### src/rtl/regbank_pkg.sv
// Shared constants and helpers for the one-hot register bank.
//   REGBANK_K    default register/data width
//   REGBANK_N    default register count (and select bus width)
//   onehot_legal classifies a select bus (zero-extended to 32 bits) as
//                {is_zero, is_onehot}; multi-hot is neither.
package regbank_pkg;

  localparam int unsigned REGBANK_K = 16;
  localparam int unsigned REGBANK_N = 8;

  function automatic logic [1:0] onehot_legal(input logic [31:0] sel);
    logic is_zero;
    logic is_onehot;
    is_zero   = (sel == 32'd0);
    // Clearing the lowest set bit leaves zero only for a single set bit.
    is_onehot = !is_zero && ((sel & (sel - 32'd1)) == 32'd0);
    return {is_zero, is_onehot};
  endfunction

endpackage

### src/rtl/regbank_onehot_rdmux.sv
// One-hot AND-OR read multiplexer over a flattened register array.
// Ports:
//   regs_flat  in  N*K  register contents, register i at [i*K +: K]
//   sel        in  N    one-hot read select (all-zero = idle)
//   rdata      out K    selected register; zero when idle or multi-hot
//   multi_hot  out 1    select has more than one bit set
module onehot_rdmux
  import regbank_pkg::*;
#(
  parameter int unsigned K = REGBANK_K,
  parameter int unsigned N = REGBANK_N
) (
  input  logic [N*K-1:0] regs_flat,
  input  logic [N-1:0]   sel,
  output logic [K-1:0]   rdata,
  output logic           multi_hot
);

  logic [K-1:0] rdata_or;
  logic [1:0]   sel_chk;

  always_comb begin
    rdata_or = '0;
    for (int unsigned i = 0; i < N; i++) begin
      rdata_or = rdata_or | (regs_flat[i*K +: K] & {K{sel[i]}});
    end
  end

  assign sel_chk   = onehot_legal(32'(sel));
  assign multi_hot = ~sel_chk[1] & ~sel_chk[0];
  // Multi-hot would OR several registers together; force a clean zero instead.
  assign rdata     = multi_hot ? '0 : rdata_or;

endmodule

### src/rtl/regbank_onehot.sv
// General-purpose register file: N registers of K bits, one-hot write port and
// two one-hot combinational read ports, sticky illegal-select flag.
// Optional feature macro: REGBANK_BYPASS_EN (write-first bypass of wdata onto a
// read port selecting the register being legally written this cycle).
// Ports:
//   clk      in  1  rising-edge clock
//   reset    in  1  asynchronous active-high; clears registers and sel_err
//   write    in  1  write enable
//   wsel     in  N  one-hot write select
//   wdata    in  K  write data
//   rsel_a   in  N  one-hot read select, port A
//   rsel_b   in  N  one-hot read select, port B
//   rdata_a  out K  read data, port A
//   rdata_b  out K  read data, port B
//   err_clr  in  1  synchronous clear of sel_err
//   sel_err  out 1  sticky illegal-select flag
module regbank_onehot
  import regbank_pkg::*;
#(
  parameter int unsigned K = REGBANK_K,
  parameter int unsigned N = REGBANK_N
) (
  input  logic         clk,
  input  logic         reset,
  input  logic         write,
  input  logic [N-1:0] wsel,
  input  logic [K-1:0] wdata,
  input  logic [N-1:0] rsel_a,
  input  logic [N-1:0] rsel_b,
  output logic [K-1:0] rdata_a,
  output logic [K-1:0] rdata_b,
  input  logic         err_clr,
  output logic         sel_err
);

  logic [K-1:0]   regs_q [N];
  logic [N*K-1:0] regs_flat;
  logic [1:0]     wsel_chk;
  logic           wr_legal;
  logic           wr_illegal;
  logic [K-1:0]   mux_a;
  logic [K-1:0]   mux_b;
  logic           multi_a;
  logic           multi_b;
  logic           sel_err_q;
  logic           sel_err_d;

  always_comb begin
    regs_flat = '0;
    for (int unsigned i = 0; i < N; i++) begin
      regs_flat[i*K +: K] = regs_q[i];
    end
  end

  assign wsel_chk   = onehot_legal(32'(wsel));
  assign wr_legal   = write & wsel_chk[0];
  assign wr_illegal = write & ~wsel_chk[0];

  onehot_rdmux #(
    .K (K),
    .N (N)
  ) u_rdmux_a (
    .regs_flat (regs_flat),
    .sel       (rsel_a),
    .rdata     (mux_a),
    .multi_hot (multi_a)
  );

  onehot_rdmux #(
    .K (K),
    .N (N)
  ) u_rdmux_b (
    .regs_flat (regs_flat),
    .sel       (rsel_b),
    .rdata     (mux_b),
    .multi_hot (multi_b)
  );

`ifdef REGBANK_BYPASS_EN
  // A legal wsel is one-hot, so equality means the read hits the written register.
  assign rdata_a = (wr_legal && (rsel_a == wsel)) ? wdata : mux_a;
  assign rdata_b = (wr_legal && (rsel_b == wsel)) ? wdata : mux_b;
`else
  assign rdata_a = mux_a;
  assign rdata_b = mux_b;
`endif

  // A new error outranks a simultaneous clear.
  always_comb begin
    sel_err_d = sel_err_q;
    if (wr_illegal || multi_a || multi_b) begin
      sel_err_d = 1'b1;
    end else if (err_clr) begin
      sel_err_d = 1'b0;
    end
  end

  always_ff @(posedge clk or posedge reset) begin
    if (reset) begin
      for (int unsigned i = 0; i < N; i++) begin
        regs_q[i] <= '0;
      end
      sel_err_q <= 1'b0;
    end else begin
      for (int unsigned i = 0; i < N; i++) begin
        if (wr_legal && wsel[i]) begin
          regs_q[i] <= wdata;
        end
      end
      sel_err_q <= sel_err_d;
    end
  end

  assign sel_err = sel_err_q;

endmodule

### config.mk
export PLATFORM = sky130hd
export DESIGN_NAME = regbank_onehot
export DESIGN_NICKNAME = d
export VERILOG_FILES = /design/src/rtl/regbank_pkg.sv /design/src/rtl/regbank_onehot_rdmux.sv /design/src/rtl/regbank_onehot.sv
export SDC_FILE = /design/constraint.sdc
export NUM_CORES = 1
export LEC_CHECK = 0
export CELL_PAD_IN_SITES_DETAIL_PLACEMENT = 1
export CELL_PAD_IN_SITES_GLOBAL_PLACEMENT = 2
export CORE_MARGIN = 2
export CORE_UTILIZATION = 40
export DETAILED_ROUTE_END_ITERATION = 7
export HOLD_SLACK_MARGIN = 0.05
export PLACE_DENSITY_LB_ADDON = 0.12
export SYNTH_ARGS = -nofsm -noshare
export SYNTH_HDL_FRONTEND = slang
export SYNTH_HIERARCHICAL = 1
export SYNTH_SLANG_ARGS = --single-unit
### constraint.sdc
create_clock -name clk -period 13.2 [get_ports clk]
set_input_delay 3.3 -clock clk [delete_from_list [all_inputs] [get_ports clk]]
set_output_delay 3.3 -clock clk [all_outputs]
set_load 0.05 [all_outputs]
==> qor.yml <==
period_needed_ns: 10.16
core_area_um2: 17900
grt_max_degree: 67
grt_pass1_vias: 5711
cts_max_level: 4
fin_util_pct: 48.70
final_max_slew_viol_count: 0
final_cell_mix: "129 x dfrtp_1, 80 x mux2_4, 76 x clkdlybuf4s50_1"
powerDensity_nw_per_um2: 123.1
worstPathMaxFanout: 19
cts_root_buf: "clkbuf_16"
cp-start-kind: "input pin"
grt_antenna_before_repair: 0
clk_pin_slew_ns: 0.05
floorplan.die_area_um2: 19240
rsz0062_at_grt: "no"
drv.max_cap_violation_count: 0
synth_area_per_cell_um2: 14.32
layout_commonest_cell: "dfrtp_1"
hold_buffers: 0
grt_pass1_wl_um: 35990
worst_slew_pin_slew_ns: 1.215
ant_nets: 0
area_delta_synth_final_pct: 20.10
crit_required_ns: 9.90
muxShareOfSynthArea_pct: 23.99
clock_latency_ns: 0.42
grt_use_total_pct: 24.94
die_height_um: 138.7
ys_seq_area_share_pct: 44.47
final_layout_size_suffix_gt1_share_pct: 36.05
synth_compound_area_share_pct: 21.96
critPathKind: "input pin to output pin"
syn_area_um2: 7259
synthAdderAreaFrac_pct: 0.2758
grt_overflow: 0
firstDrtPassIters: 5
nets: 621
peakVddDrop_v: 0.0001003
end_kind: "output pin"
ys_types: 37
io_pins: 77
drt_wl_total_um: 23570
fmax_mhz: 98.41
synth-xor-area-share_pct: 0.2413
cts-resized-gates: 0
setup_tns_ns: 0
drt-initial-drc-count: 384
p_total_w: 0.001074
hpwl_um: 13090
async_flop_share_pct: 100.0
period_share_pct: 76.98
initial_core_util_pct: 40.55
syn_nets: 551
crit_arrival_ns: 6.86
nFillCells: 1788
status: "completed"
via_per_inst: 6.348
cts_tree: "yes"
ys.flop_type: "dfrtp_1"
vias: 5186
synth_top_family_by_area: "multiplexers"
leakage_nw: 3.738
synth_edf_count: 0
io_buffers: 76
skew_ns: 0
gp_congestion: 0.7590
relSlewSlack_pct: 18.74
postCtsSetupBuffers: 0
synthCells: 507
cts_made_buffers: 17
rows: 49
clock-sinks: 129
final-setup-viol-count: 0
ys_ff_latch: 129
drc: 0
antenna_cells: 0
cts.path.max_buffers: 2
avgRoutedWirePerCell_um: 28.85
die_width_um: 138.7
final-hold-violation-count: 0
hp-class: "flop to flop"
ys.warnings.count: 6
synthSimpleGateAreaFrac_pct: 4.326
## per-stage QoR
step	area [µm²]	hold slack, ns	worst slack (ns)	std cells
6_report	8718	0.5346	3.038	817
5_1_grt	8718	0.5459	2.976	817
4_1_cts	8718	0.5358	3.079	817
3_5_place_dp	8147	0.5240	3.114	787
3_3_place_gp	8147	0.5132	3.112	787
2_1_floorplan	7259	0.5026	4.810	507
## registers in the layout, indices dropped and copies added (netlist names)
signal     cells
regs_flat    128
sel_err        1
## power breakdown
part           total, W  switching, W  internal (W)
Combinational  0.000158     0.0000848     0.0000734
Clock          0.000467      0.000173      0.000294
Sequential     0.000448     0.0000242      0.000424
Total           0.00107      0.000282      0.000792
## worst max-delay path, stage by stage
cell	delay (ns)
clkdlybuf4s50_1	1.28
a211oi_1	0.18
o21a_1	0.24
nor3_4	0.60
buf_4	0.44
a31oi_1	0.10
clkdlybuf4s50_1	0.71
## cell usage after synthesis, types with 2 or more instances
cell type,number,area [µm²]
buf_6,12,135.1
nand4_4,4,85.08
and3_1,2,12.51
dfrtp_1,129,3228
a31oi_4,18,382.9
or4_4,2,22.52
clkbuf_1,24,90.09
buf_2,7,35.03
or2_1,2,12.51
a221oi_1,32,280.3
nor3_2,4,40.04
a31oi_1,14,87.58
mux2_4,80,1201
a211oi_1,4,30.03
nor4_1,3,18.77
mux2_2,48,540.5
o21a_1,2,15.01
a22oi_1,65,488.0
maj3_1,2,20.02
nor4_2,2,25.02
buf_12,4,80.08
a22o_1,32,280.3
## worst paths after layout
kind / end / cells past startpoint / slack [ns] / startpoint
setup / recovery: rdata_b[1] / 7 / 3.04 / rsel_b[7]
hold / removal: regs_flat[92] / 1 / 0.53 / regs_flat[92]
setup reg to reg: sel_err / 2 / 12.21 / sel_err
hold reg to reg: regs_flat[92] / 1 / 0.53 / regs_flat[92]
max in group asynchronous: regs_flat[65] / 3 / 8.41 / reset
min in group asynchronous: regs_flat[90] / 2 / 3.39 / reset
## cells by family after synthesis
family	after synthesis
buf+inv	48
simple gates	28
mux	128
flops	129
compound gates	170
fa+ha+maj	2
xor+xnor	2
## layer usage
layer	GRT usage [%]	part of all wire, %
met1	33.44	45
met3	5.525	5.3
met4	10.42	3.0
met5	0	0
met2	39.29	47
## final cells by class
class	count	area, µm²	area share (%)
Multi-Input combinational cell	330	3700	42.44
Tap cell	229	286.5	3.286
Clock buffer	24	491.7	5.640
Timing Repair Buffer	98	925.9	10.62
Clock inverter	6	80.08	0.9185
Sequential cell	129	3228	37.03
Inverter	1	6.256	0.07176
Power figures use the tool's default switching activity.
==> RTL edit 1: new RTL, same flow settings <==
Register the inputs `write` and `err_clr` before use, without a reset. The logic sees them one clock later. The other inputs are not delayed to match.
--- a/src/rtl/regbank_onehot.sv
+++ b/src/rtl/regbank_onehot.sv
@@ -35,2 +35,10 @@
 
+  logic write_q;
+  logic err_clr_q;
+
+  always_ff @(posedge clk) begin
+    write_q   <= write;
+    err_clr_q <= err_clr;
+  end
+
   logic [K-1:0]   regs_q [N];
@@ -55,4 +63,4 @@
   assign wsel_chk   = onehot_legal(32'(wsel));
-  assign wr_legal   = write & wsel_chk[0];
-  assign wr_illegal = write & ~wsel_chk[0];
+  assign wr_legal   = write_q & wsel_chk[0];
+  assign wr_illegal = write_q & ~wsel_chk[0];
 
@@ -92,3 +100,3 @@
       sel_err_d = 1'b1;
-    end else if (err_clr) begin
+    end else if (err_clr_q) begin
       sel_err_d = 1'b0;
Check against the original RTL: not equivalent (a bounded check fails within 4 cycles, from zero or initial values and one cycle with reset high).
==> RTL edit 1 against the unedited design <==
Power is 4.3% lower. Synthesized area is 0.55% higher. Synthesized cell count is 0.39% higher. Wire length is 1.3% lower. Sequential cell count is 2 higher. Global-route usage is 0.35 points lower. Worst setup slack better by 0.059 ns. Cell area is 0.32% lower. Critical path type unchanged.
==> RTL edit 1: results <==
[clock_network]
clkLatencyLatePin_ns = 0.42

[setup_path]
r2r_cells = 4
r2r-end = "regs_flat[101]"
r2r_slack_ns = 11.20
endpoint = "rdata_b[0]"
cp-startpoint = "rsel_b[1]"
reg2reg_from = "write_q"

[drt]
wl_mm = 23.3
vias = 5204
drtIter0Drc = 341

[outcome]
status = "finished, final reports clean"

[logic_synthesis]
synth_commonest_cells = "dfrtp_1, mux2_4, a22oi_1"
syn_nets = 553
ys_types = 38
ys_seq_area_share_pct = 44.8
synth-async-reset-ratio_pct = 98.5
synthTopCellsByArea = "dfrtp_1, mux2_4, mux2_2"

[global_route]
grt_pass1_wl_mm = 35.4
grt_max_degree = 79
track_usage_pct = 24.6
grt_antenna_before_repair = 0
first_global_vias = 5647

[sta]
worst_clock_skew_ns = 0.00560
tightest_slew_ns = 1.04

[power_and_ir_drop]
peakVddDrop_mv = 0.0853
p_sw_share_pct = 27.1
p_leak_nw = 3.72

[placement]
io_buffers = 76
dpl.hpwl_mm = 13.3

[finish]
fill_cells = 1813
drive_gt1_share_pct = 35.6
nets = 623
RTL edit 1: power by group through the flow:
| stage | clock, W | sequential (W) | combinational, W |
|---|---|---|---|
| final | 0.000416 | 0.000454 | 0.000157 |
| after global routing | 0.000446 | 0.000457 | 0.000166 |
| after CTS | 0.000426 | 0.000453 | 0.000157 |
| after detailed placement | 0 | 0.000459 | 0.000157 |
| after global placement | 0 | 0.000457 | 0.000154 |
| after floorplan | 0 | 0.000453 | 0.000104 |
RTL edit 1: kinds of logic (layout without fill, tap and decap cells):
family          after synthesis  count (layout)  synth area share (%)
flops                       131             131                  44.8
buf+inv                      48             129                  4.71
mux                         128             128                  23.9
xor+xnor                      2               2                 0.240
simple gates                 28              28                  4.30
compound gates              170             170                  21.8
fa+ha+maj                     2               2                 0.274
RTL edit 1: metal layers:
metal  track usage, %  wire (µm)
met1             32.4      10300
met2             40.7      11500
met3             4.70       1020
met4             8.51        450
met5                0          0
RTL edit 1: layout make-up:
class	instances	area share, %
Multi-Input combinational cell	330	42.6
Sequential cell	131	37.6
Timing Repair Buffer	98	10.7
Clock buffer	24	5.43
Tap cell	229	3.30
Clock inverter	6	0.374
Inverter	1	0.0720
RTL edit 1: critical path, stage by stage:
cell             delay, ns
clkdlybuf4s50_1       1.15
a211oi_1              0.18
o21a_1                0.25
nor3_4                0.70
buf_4                 0.41
a31oi_1               0.07
clkdlybuf4s50_1       0.72
RTL edit 1: worst min path at each step:
stage                         from              to  slack, ns  depth (start not counted)
finish               regs_flat[30]   regs_flat[30]       0.54                          1
global route        regs_flat[102]  regs_flat[102]       0.55                          1
CTS                  regs_flat[97]   regs_flat[97]       0.54                          1
detailed placement   regs_flat[98]   regs_flat[98]       0.52                          1
global placement    regs_flat[124]  regs_flat[124]       0.51                          1
floorplan            regs_flat[77]   regs_flat[77]       0.50                          1
RTL edit 1: metrics by stage:
step           setup WS [ns]  instance area, µm²  std cells  total power (W)  hold WS [ns]
2_1_floorplan           4.81                7300        509         0.000557         0.503
3_3_place_gp            3.20                8190        789         0.000611         0.511
6_report                3.10                8690        819          0.00103         0.537
4_1_cts                 3.10                8690        819          0.00104         0.535
3_5_place_dp            3.09                8190        789         0.000616         0.523
5_1_grt                 2.97                8690        819          0.00107         0.550
==> RTL edit 2: new RTL, same settings <==
Without the edit above. The option `REGBANK_BYPASS_EN` is turned on by a define.
--- a/src/rtl/regbank_onehot.sv
+++ b/src/rtl/regbank_onehot.sv
@@ -16,2 +16,4 @@
 //   sel_err  out 1  sticky illegal-select flag
+`define REGBANK_BYPASS_EN
+
 module regbank_onehot
Behaviour: not the same (Yosys sat finds a counterexample within 4 cycles, from zero or initial values and one cycle with reset high).
==> RTL edit 2 against the unedited design <==
Cell area grew 4.2%. Worst setup slack gained 0.20 ns. Die area grew 4.0%. Synthesized area grew 4.2%. Core utilization is essentially flat. Sequential power grew 10%. Power grew 14%. Sequential cell count is the same. Wire length grew 6.6%.
==> RTL edit 2: results <==
[outcome]
status = "finished, final reports clean"

[finish]
instances_no_fill = 882
buffers = 96
seq-cell-share_pct = 35.5
fill_cells = 1888
inverters = 2
clock_buffers = 23
multi_input_area_share_pct = 44.1
nets = 679
clk_share_pct = 7.05
regArea_um2 = 3230
drive_gt1_share_pct = 34.0
bufAreaShareNonClock_pct = 10.0

[drt]
routed_via_density = 6.46
drtIter0Drc = 307
met2_length_mm = 12.4
wl_met1_mm = 10.9
route.met3.wl_mm = 1.33
wl_mm = 25.1

[sta]
relSlewSlack_pct = 25.0
max_freq_mhz = 100

[setup_path]
cp-startpoint = "wsel[0]"
r2r_slack_ns = 12.33
max_stage_delay_ns = 0.80
endpoint = "rdata_a[15]"
path_max_fanout = 16
crit_arrival_ns = 6.66

[floorplan]
die_x_um = 141

[placement]
place_congestion = 0.788
dp_slack_ns = 3.23
dp_cells = 850
dpl.hpwl_mm = 14.3

[logic_synthesis]
synth_commonest_cells = "dfrtp_1, mux2_2, a22oi_1"
synthTopCellsByArea = "dfrtp_1, mux2_2, a22oi_1"
yosys_warnings = 6
syn_nets = 631
ys_seq_area_share_pct = 42.7

[power_and_ir_drop]
p_leak_nw = 3.89
peakVddDrop_mv = 0.117
p_sw_w = 0.000339
combPwrFrac_pct = 18.0
p_sw_share_pct = 27.6
power_frac_seq_pct = 40.2

[global_route]
first_global_vias = 6207
grtUsageMet1_pct = 33.4
grt_max_degree = 80
grt_pass1_wl_mm = 38.3
track_usage_pct = 26.1
grtUsageMet2_pct = 44.4

[clock_network]
post_cts_buffers = 0
[RTL edit 2: cell families after synthesis]
group	after synthesis	share of synthesized area [%]
compound gates	172	21.3
xor+xnor	18	2.08
fa+ha+maj	2	0.265
buf+inv	69	4.53
flops	129	42.7
mux	160	24.8
simple gates	37	4.32
[RTL edit 2: how the worst min path moves through the flow]
stage / start / endpoint / slack [ns] / depth (start not counted)
CTS: regs_flat[64] / regs_flat[64] / 0.52 / 1
floorplan: regs_flat[0] / regs_flat[0] / 0.49 / 1
detailed placement: regs_flat[64] / regs_flat[64] / 0.51 / 1
global route: regs_flat[33] / regs_flat[33] / 0.54 / 1
global placement: regs_flat[0] / regs_flat[0] / 0.50 / 1
finish: regs_flat[15] / regs_flat[15] / 0.53 / 1
[RTL edit 2: worst register-to-register path, cell delays in order (launching register included)]
cell,delay (ns)
dfrtp_1,0.38
a211oi_1,0.24
o21ai_0,0.12
